File: config.mk
export PLATFORM = sky130hd
export DESIGN_NAME = hazard_ctrl
export DESIGN_NICKNAME = d
export VERILOG_FILES = /design/src/rtl/hz_pkg.sv /design/src/rtl/hz_tag_pipe.sv /design/src/rtl/hazard_ctrl.sv
export SDC_FILE = /design/constraint.sdc
export NUM_CORES = 1
export LEC_CHECK = 0
export CORE_MARGIN = 4
export CORE_UTILIZATION = 41
export DETAILED_ROUTE_END_ITERATION = 8
export PLACE_DENSITY = 0.78
export REMOVE_ABC_BUFFERS = 1
export SLEW_MARGIN = 20
export SYNTH_ARGS = -nofsm -noshare
export SYNTH_HDL_FRONTEND = slang
export SYNTH_SLANG_ARGS = --single-unit
File: constraint.sdc
create_clock -name clk -period 2.5 [get_ports clk]
set_clock_uncertainty 0.15 [all_clocks]
set_input_delay 0.375 -clock clk [delete_from_list [all_inputs] [get_ports clk]]
set_output_delay 0.375 -clock clk [all_outputs]
set_load 0.005 [all_outputs]
File: src/rtl/hz_pkg.sv
// Shared types for the hazard controller: FSM encoding, stage tag layout and
// the architectural register constants the tag logic relies on.
package hz_pkg;

    localparam int TAG_REGW = 4;

    localparam logic [TAG_REGW-1:0] REG_ZERO = '0;
    localparam logic [TAG_REGW-1:0] REG_PC   = 4'd15;

    typedef enum logic [1:0] {
        HZ_RUN     = 2'd0,
        HZ_LDSTALL = 2'd1,
        HZ_MUL     = 2'd2,
        HZ_FLUSH   = 2'd3
    } hz_state_e;

    typedef struct packed {
        logic [TAG_REGW-1:0] dst;
        logic                regwrite;
        logic                r15write;
        logic                isload;
        logic                ismul;
    } stage_tag_t;

    localparam stage_tag_t TAG_BUBBLE = '0;

    // r0 is hardwired, so a write to it can never feed a consumer.
    function automatic stage_tag_t make_tag(
        input logic [TAG_REGW-1:0] dst,
        input logic                regwrite,
        input logic                r15write,
        input logic                isload,
        input logic                ismul
    );
        stage_tag_t t;
        t.dst      = dst;
        t.regwrite = regwrite && (dst != REG_ZERO);
        t.r15write = r15write;
        t.isload   = isload;
        t.ismul    = ismul;
        return t;
    endfunction

endpackage

File: src/rtl/hz_tag_pipe.sv
// Three-stage destination tag shift register (X, M, W). X can be held while a
// multi-cycle operation occupies execute; M then receives a bubble.
module hz_tag_pipe
    import hz_pkg::*;
(
    input  logic       clk,
    input  logic       rst,
    input  logic       hold_x,
    input  stage_tag_t d_tag,
    output stage_tag_t x_tag,
    output stage_tag_t m_tag,
    output stage_tag_t w_tag
);

    always_ff @(posedge clk) begin
        if (rst) begin
            x_tag <= TAG_BUBBLE;
            m_tag <= TAG_BUBBLE;
            w_tag <= TAG_BUBBLE;
        end else begin
            if (!hold_x) begin
                x_tag <= d_tag;
            end
            m_tag <= hold_x ? TAG_BUBBLE : x_tag;
            w_tag <= m_tag;
        end
    end

endmodule

File: src/rtl/hazard_ctrl.sv
// Hazard controller: tracks in-flight destination tags for the forwarding unit
// and raises stall/flush/bubble controls for load-use, multiply and branches.
module hazard_ctrl
    import hz_pkg::*;
#(
    parameter int REGW    = 4,
    parameter int MUL_LAT = 3,
    parameter int CNTW    = 2
) (
    input  logic            clk,
    input  logic            rst,
    input  logic            d_valid,
    input  logic [REGW-1:0] d_op1,
    input  logic [REGW-1:0] d_op2,
    input  logic            d_use2,
    input  logic [REGW-1:0] d_dst,
    input  logic            d_regwrite,
    input  logic            d_r15write,
    input  logic            d_isload,
    input  logic            d_ismul,
    input  logic            x_branch_taken,
    output logic [REGW-1:0] x_mop2,
    output logic [REGW-1:0] m_wop2,
    output logic            x_mregwrite,
    output logic            m_wregwrite,
    output logic            x_mr15write,
    output logic            m_wr15write,
    output logic            stall_f,
    output logic            stall_d,
    output logic            stall_x,
    output logic            flush_d,
    output logic            bubble_x,
    output logic            bubble_m,
    output logic [1:0]      hz_state
);

    if (REGW != TAG_REGW) begin : g_regw_check
        $error("hazard_ctrl: REGW must equal hz_pkg::TAG_REGW");
    end

    localparam logic            MUL_STALLS   = (MUL_LAT > 1);
    localparam logic [CNTW-1:0] MUL_CNT_INIT = CNTW'(MUL_LAT - 1);
    localparam logic [CNTW-1:0] CNT_ONE      = CNTW'(1);

    hz_state_e       state;
    logic [CNTW-1:0] mul_cnt;
    logic            rst_q;

    stage_tag_t d_tag;
    stage_tag_t x_tag;
    stage_tag_t m_tag;
    stage_tag_t w_tag;

    logic active;
    logic mul_busy;
    logic branch_hit;
    logic lu_hit;
    logic kill_x;
    logic mul_start;

    // Controls stay quiet during reset and the cycle after it.
    assign active   = !rst && !rst_q;
    assign mul_busy = !rst && (mul_cnt != '0);

    assign branch_hit = active && !mul_busy && x_branch_taken;
    assign lu_hit     = active && !mul_busy && d_valid
                        && x_tag.isload && x_tag.regwrite
                        && ((x_tag.dst == d_op1) || (d_use2 && (x_tag.dst == d_op2)));
    assign kill_x     = branch_hit || lu_hit;

    always_comb begin
        d_tag = TAG_BUBBLE;
        if (d_valid && !kill_x) begin
            d_tag = make_tag(d_dst, d_regwrite, d_r15write, d_isload, d_ismul);
        end
    end

    assign mul_start = !rst && !mul_busy && MUL_STALLS && d_tag.ismul;

    hz_tag_pipe u_tag_pipe (
        .clk    (clk),
        .rst    (rst),
        .hold_x (mul_busy),
        .d_tag  (d_tag),
        .x_tag  (x_tag),
        .m_tag  (m_tag),
        .w_tag  (w_tag)
    );

    // A taken branch redirects the PC, so it cancels any load-use hold.
    assign stall_f  = mul_busy || (lu_hit && !branch_hit);
    assign stall_d  = mul_busy || (lu_hit && !branch_hit);
    assign stall_x  = mul_busy;
    assign bubble_m = mul_busy;
    assign flush_d  = branch_hit;
    assign bubble_x = kill_x;

    always_ff @(posedge clk) begin
        if (rst) begin
            state   <= HZ_RUN;
            mul_cnt <= '0;
            rst_q   <= 1'b1;
        end else begin
            rst_q <= 1'b0;
            if (mul_cnt != '0) begin
                mul_cnt <= mul_cnt - CNT_ONE;
            end else if (mul_start) begin
                mul_cnt <= MUL_CNT_INIT;
            end
            case (state)
                HZ_MUL: begin
                    if (mul_cnt <= CNT_ONE) begin
                        state <= HZ_RUN;
                    end
                end
                default: begin
                    if (branch_hit) begin
                        state <= HZ_FLUSH;
                    end else if (mul_start) begin
                        state <= HZ_MUL;
                    end else if (lu_hit) begin
                        state <= HZ_LDSTALL;
                    end else begin
                        state <= HZ_RUN;
                    end
                end
            endcase
        end
    end

    assign hz_state    = state;
    assign x_mop2      = m_tag.dst;
    assign x_mregwrite = m_tag.regwrite;
    assign x_mr15write = m_tag.r15write;
    assign m_wop2      = w_tag.dst;
    assign m_wregwrite = w_tag.regwrite;
    assign m_wr15write = w_tag.r15write;

    logic unused_tag_bits;
    assign unused_tag_bits = ^{x_tag.r15write, x_tag.ismul, m_tag.isload, m_tag.ismul,
                               w_tag.isload, w_tag.ismul, REG_PC};

endmodule

Yosys cells after proc, flatten, opt, wreduce, memory -nomap -nowiden
Index checks and enable logic that the tools add are counted.
{"block": "op_classes", "addsub": 1, "reduce_logical": 26, "order_cmp": 1, "mux": 9, "n_eq_ne": 4}
{"op": "logical AND 1 bit", "count": 14}
{"op": "2-to-1 mux 2 bit", "count": 6}
{"op": "equality test 4 bit", "count": 2}
{"op": "2-to-1 mux 8 bit", "count": 1}
{"op": "zero test 1 bit", "count": 5}
{"op": "nonzero test 2 bit", "count": 2}
{"op": "nonzero test 4 bit", "count": 1}
{"op": "logical OR 1 bit", "count": 3}
{"op": "equality test 2 bit, second input constant", "count": 1}
{"op": "less-or-equal comparator 2 x 1 -> 1 bit, second input constant", "count": 1}
{"op": "2-to-1 mux 1 bit", "count": 2}
{"op": "!= test 2 bit, second input constant", "count": 1}
{"op": "OR reduction 2 bit", "count": 1}
{"op": "subtractor 2 x 1 -> 2 bit, second input constant", "count": 1}
{"block": "totals", "regBits": 24, "elab_cells": 54, "input_bits": 21, "output_inout_bits": 20}

Logic depth before layout (Yosys ltp)
{"block": "depth", "ltp_word": 16, "depth_mapped": 8, "depth_no_buf": 7}

Modules after synthesis
Synthesis repeated with hierarchy kept, for this count alone.
{"block": "unflattened", "cells_unflattened": 116, "hier_area_um2": 1221.2}
{"mod": "hz_tag_pipe", "cells_each": 59, "seq_area_each_um2": 480.5, "n_inst": 1, "area_per_inst_um2": 749.5}
{"mod": "hazard_ctrl", "cells_each": 57, "seq_area_each_um2": 100.1, "n_inst": 1, "area_per_inst_um2": 471.7}

Worst setup path before layout
OpenSTA, ideal clock, no wires.
{"block": "synth_path", "path_type": "register -> output", "start": "reg mul_cnt[1]", "end": "out stall_f", "t_arrival_ns": 1.485, "stages_incl_launch_ff": 9, "required_ns": 1.975, "path_buffers": 1, "slack_ns": 0.490, "path_cell_list": "dfxtp_1 > inv_1 > ha_1 > nor3b_2 > nand2_1 > o22ai_2 > inv_1 > o22ai_1 > buf_4"}
{"block": "synth_between", "elab_chain_cells": 10, "word_cells_on_any_way": 12, "cone_classes": "12 x reduce/logical"}
{"element": "start, declared", "line": "hazard_ctrl.sv:46", "text": "logic [CNTW-1:0] mul_cnt;"}
{"element": "start signal, assigned", "line": "hazard_ctrl.sv:106", "text": "mul_cnt <= mul_cnt - CNT_ONE;"}
{"element": "nonzero test 2 bit *", "line": "hazard_ctrl.sv:63", "text": "assign mul_busy = !rst && (mul_cnt != '0);"}
{"element": "logical AND 1 bit *", "line": "hazard_ctrl.sv:63"}
{"element": "zero test 1 bit"}
{"element": "logical AND 1 bit", "line": "hazard_ctrl.sv:65, hazard_ctrl.sv:66"}
{"element": "logical AND 1 bit", "line": "hazard_ctrl.sv:66", "text": "assign lu_hit = active && !mul_busy && d_valid"}
{"element": "logical AND 1 bit (2 in a row)", "line": "hazard_ctrl.sv:67", "text": "&& x_tag.isload && x_tag.regwrite"}
{"element": "logical AND 1 bit", "line": "hazard_ctrl.sv:68", "text": "&& ((x_tag.dst == d_op1) || (d_use2 && (x_tag.dst == d_op2)));"}
{"element": "logical AND 1 bit"}
{"element": "logical OR 1 bit *"}
{"element": "end, declared", "line": "hazard_ctrl.sv:28", "text": "output logic stall_f,"}
Every way passes the cells marked *; elsewhere a longest branch is shown, timed or not.

Final worst setup path
{"block": "layout_path", "start": "reg mul_cnt[1]", "end": "out flush_d"}
{"block": "layout_between", "elab_chain_cells": 5}
{"element": "nonzero test 2 bit", "line": "hazard_ctrl.sv:63"}
{"element": "logical AND 1 bit", "line": "hazard_ctrl.sv:63"}
{"element": "zero test 1 bit"}
{"element": "logical AND 1 bit (2 in a row)", "line": "hazard_ctrl.sv:65", "text": "assign branch_hit = active && !mul_busy && x_branch_taken;"}
{"element": "end, declared", "line": "hazard_ctrl.sv:31", "text": "output logic flush_d,"}
Every way passes these cells.

==> report_table.html <==
<table>
<tr><th>Metric</th><th>Value</th></tr>
<tr><th colspan="2">Place</th></tr>
<tr><td>Pre-CTS WS</td><td>-222.2 ps</td></tr>
<tr><td># placed instances</td><td>around 160</td></tr>
<tr><td>Total of buffers placed on input and output ports</td><td>40</td></tr>
<tr><td>Cell Area, Placed</td><td>0.001429 mm2</td></tr>
<tr><td>Half-perimeter wire length after placement</td><td>between 1500 and 2000 um</td></tr>
<tr><td>Weighted congestion reported at the end of routability-driven placement</td><td>a little over 0.8</td></tr>
<tr><th colspan="2">GRT</th></tr>
<tr><td>GRT met3 Usage</td><td>2.299%</td></tr>
<tr><td>Layer with the highest usage after global routing</td><td>met2</td></tr>
<tr><td>Number of antenna violations at the first check in global routing</td><td>0</td></tr>
<tr><td>Vias in the first global route</td><td>796</td></tr>
<tr><td>GR Overflow Total</td><td>0</td></tr>
<tr><td>Global-route wire length before repair</td><td>around 3500 um</td></tr>
<tr><td>Met1 capacity usage during global routing</td><td>about 16%</td></tr>
<tr><td>Pin count of the biggest net entering global routing</td><td>17</td></tr>
<tr><td>Met2 track demand over resource in global routing</td><td>26.07%</td></tr>
<tr><td>Tot GR Track Use</td><td>14.24%</td></tr>
<tr><th colspan="2">Detailed routing</th></tr>
<tr><td>Residual DRC</td><td>0</td></tr>
<tr><td>Drt first-iter violations</td><td>5</td></tr>
<tr><td>Routed via count divided by cell count</td><td>4.727</td></tr>
<tr><td>Post-detailed-route count of antenna-violating nets</td><td>0</td></tr>
<tr><td>Number of iterations in the first detailed-routing pass</td><td>3</td></tr>
<tr><td>Total detailed-routing wirelength</td><td>2112 um</td></tr>
<tr><td>Routed length per placed instance</td><td>around 12 um</td></tr>
<tr><td>Vias after detailed routing</td><td>813</td></tr>
<tr><th colspan="2">STA</th></tr>
<tr><td>Total count of hold-check failures in the final report</td><td>0</td></tr>
<tr><td>Slack of the critical path</td><td>102.4 ps</td></tr>
<tr><td>Setup repair after global routing missed its margin</td><td>false</td></tr>
<tr><td>Number of setup violations in the final report</td><td>0</td></tr>
<tr><td>Fraction of the cycle the final worst path needs</td><td>95.90%</td></tr>
<tr><td>Max Freq</td><td>0.4171 GHz</td></tr>
<tr><td>Sum Neg Setup Slack</td><td>0 ps</td></tr>
<tr><td>Slew margin rel.</td><td>72.31%</td></tr>
<tr><td>Worst hold slack</td><td>321.0 ps</td></tr>
<tr><td>Min cycle time layout</td><td>around 2400 ps</td></tr>
<tr><td>Transition time of the tightest slew-check pin</td><td>413.1 ps</td></tr>
<tr><td>Number of max-slew violations in the final report</td><td>0</td></tr>
<tr><th colspan="2">Run</th></tr>
<tr><td>Count of max-cap constraint violations</td><td>0</td></tr>
<tr><th colspan="2">Logic synthesis</th></tr>
<tr><td>Yosys warning total</td><td>0</td></tr>
<tr><td>Proportion of synthesized chip area in sequential cells</td><td>49.87%</td></tr>
<tr><td>Summed instance area of the synthesized netlist</td><td>963.4 um2</td></tr>
<tr><td>Number of different library cells in the post-synthesis netlist</td><td>29</td></tr>
<tr><td>Synth Instances</td><td>92</td></tr>
<tr><td>Syn_area_per_cell</td><td>10.47 um2</td></tr>
<tr><td>Proportion of register bits with asynchronous set or reset after synthesis</td><td>0%</td></tr>
<tr><td>Flip-flop and latch count after synthesis</td><td>24</td></tr>
<tr><td>Count of flip-flops with a built-in enable after synthesis</td><td>0</td></tr>
<tr><td>Flip-flop cell with the highest count after synthesis</td><td>dfxtp_1</td></tr>
<tr><th colspan="2">Worst setup path</th></tr>
<tr><td>Critical path's largest stage delay</td><td>520 ps</td></tr>
<tr><td>Endpoint required time on the critical path</td><td>1980 ps</td></tr>
<tr><td>Crit-path cells</td><td>inv_2 -&gt; ha_4 -&gt; nor3b_4 -&gt; and2_2 -&gt; clkdlybuf4s50_1</td></tr>
<tr><td>Kind of critical path</td><td>register to output pin</td></tr>
<tr><td>Cell with the largest stage delay on the worst path</td><td>clkdlybuf4s50_1</td></tr>
<tr><td>Crit path max fanout</td><td>5</td></tr>
<tr><td>Critical Path End Type</td><td>output pin</td></tr>
<tr><td>Data arrival time of the critical path</td><td>1870 ps</td></tr>
<tr><td>Element type at the critical path start</td><td>register</td></tr>
<tr><th colspan="2">Layout</th></tr>
<tr><td>Filler cell count</td><td>185</td></tr>
<tr><td>Sequential cell area</td><td>483.0 um2</td></tr>
<tr><td>Share of post-route cells with drive strength above 1</td><td>19.44%</td></tr>
<tr><td>Final Util</td><td>roughly 68%</td></tr>
<tr><td>Fin area</td><td>0.001529 mm2</td></tr>
<tr><td>Diodes inserted</td><td>0</td></tr>
<tr><td>Footprint of the multi-input gates</td><td>464.2 um2</td></tr>
<tr><td>Post-route insts no fill</td><td>172</td></tr>
<tr><td>Total Nets Final</td><td>169</td></tr>
<tr><td>Area Overhead vs Synth</td><td>58.70%</td></tr>
<tr><th colspan="2">Floorplan</th></tr>
<tr><td>Floorplan die area</td><td>0.003189 mm2</td></tr>
<tr><td>Initial core utilization</td><td>43.14%</td></tr>
<tr><td>Number of rows in the core area</td><td>17</td></tr>
<tr><td>Die X</td><td>56.48 um</td></tr>
<tr><td>Top-level I/O count</td><td>41</td></tr>
<tr><td>Vertical die dimension</td><td>roughly 56 um</td></tr>
<tr><td>Std-Cell Core Area</td><td>between 0.002 and 0.0025 mm2</td></tr>
<tr><th colspan="2">Power</th></tr>
<tr><td>Total power draw</td><td>about 1.1 mW</td></tr>
<tr><td>Power density over the cells</td><td>746.0 mW/mm2</td></tr>
<tr><td>Worst voltage drop across the vdd grid</td><td>511.4 uV</td></tr>
<tr><td>Reported leakage power</td><td>0.6155 nW</td></tr>
<tr><th colspan="2">Status</th></tr>
<tr><td>Status</td><td>finished clean</td></tr>
<tr><th colspan="2">Clock tree</th></tr>
<tr><td>Number of H-tree branching levels</td><td>1</td></tr>
<tr><td>Clock latency on the worst-skew pair</td><td>about 310 ps</td></tr>
<tr><td>CTS root buf</td><td>clkbuf_4</td></tr>
<tr><td>TritonCTS clock tree</td><td>yes</td></tr>
<tr><td>Register clock-pin slew on the reported worst setup and hold paths</td><td>between 100 and 150 ps</td></tr>
<tr><td>Number of hold buffers added after CTS</td><td>0</td></tr>
<tr><td>CTS Sinks</td><td>24</td></tr>
<tr><td>Maximum clock path buffer count</td><td>2</td></tr>
<tr><td>Number of buffers created by CTS</td><td>3</td></tr>
<tr><th colspan="2">Hold path</th></tr>
<tr><td>Hold Path Class</td><td>register to register</td></tr>
</table>
cell families after synthesis:
| family | after synthesis | synth area share (%) |
|---|---|---|
| muxes | 2 | 2.208 |
| buffers and inverters | 8 | 4.674 |
| and+or+nand+nor | 35 | 21.69 |
| xor gates and xnor gates | 8 | 7.273 |
| adders and majority gates | 3 | 3.897 |
| AOI/OAI and AO/OA | 12 | 10.39 |
| DFF | 24 | 49.87 |
registers in the layout, summed over array words and instances (netlist names):
register and cells:
hz_state 2, mul_cnt 2, u_tag_pipe.w_tag 6, u_tag_pipe.m_tag 6
u_tag_pipe.x_tag 7, rst_q 1
path summary, 6_finish.rpt:
path                            slack [ps]                start                   to  cells past startpoint
worst max-delay path                   100           mul_cnt[1]              flush_d                      5
worst max register to register         390           mul_cnt[1]           mul_cnt[1]                      9
worst min register to register         320  u_tag_pipe.m_tag[4]  u_tag_pipe.w_tag[4]                      1
worst min-delay path                   320  u_tag_pipe.m_tag[4]  u_tag_pipe.w_tag[4]                      1
critical path: cells and delay by family (launching register included):
kind	cells	cell delay, ps
adders and majority gates	1	150
buffers and inverters	2	600
and+or+nand+nor	2	460
DFF	1	350
cells in the mapped netlist (all sizes together) (2+ instances only):
cell	number	area, um2
dfxtp	24	480.5
nor2b	8	50.05
xnor2	8	70.07
and2	7	43.79
a22o	6	52.55
nor2	5	18.77
inv	4	15.01
buf	3	26.27
ha	3	37.54
nand2	3	11.26
nand2b	2	12.51
nand3	2	10.01
nand4	2	12.51
nor3	2	15.01
o21ai	2	10.00
o22ai	2	18.77
report_power, final:
part | total (mW) | internal (mW) | switching [mW]
Sequential | 0.462 | 0.431 | 0.0314
Combinational | 0.403 | 0.238 | 0.165
Clock | 0.276 | 0.162 | 0.114
Total | 1.14 | 0.831 | 0.310
layout by cell type, fill, tap and decap left out, drive strengths merged:
cell type and n:
dlygate4sd2 1, nand2 3, xnor2 8, bufinv 1
clkdlybuf4s50 37, or4 1, o31a 1, mux2 1
nor3 2, buf 12, a22o 6, clkbuf 5
a32o 1, mux2i 1, nand4 2, and3 1
nand2b 2, o21ai 2, and2 7, nor2 5
nand3 2, and3b 1, ha 3, o22ai 2
nor3b 1, dfxtp 24, nor2b 8, inv 4
layer usage:
layer / vias up / part of all wire, %
met5: - / 0
met4: 0 / 0.99
met3: 4 / 6.5
met2: 24 / 52
met1: 368 / 41
li1: 417 / -
what timing repair did:
action | 4_1_cts | 5_1_grt
gates resized for setup | 12 | 4
pin swaps | 5 | 2
endpoints found under the setup margin | 4 | 2
setup buffers | 4 | 1
final cells by class:
type,count,share of cell area (%)
Sequential cell,24,31.59
Timing Repair Buffer,52,31.34
Multi-Input combinational cell,60,30.36
Tap cell,28,2.291
Clock inverter,1,1.964
Clock buffer,3,1.473
Inverter,4,0.9820
Note: power is estimated with default switching activity, not from simulation.
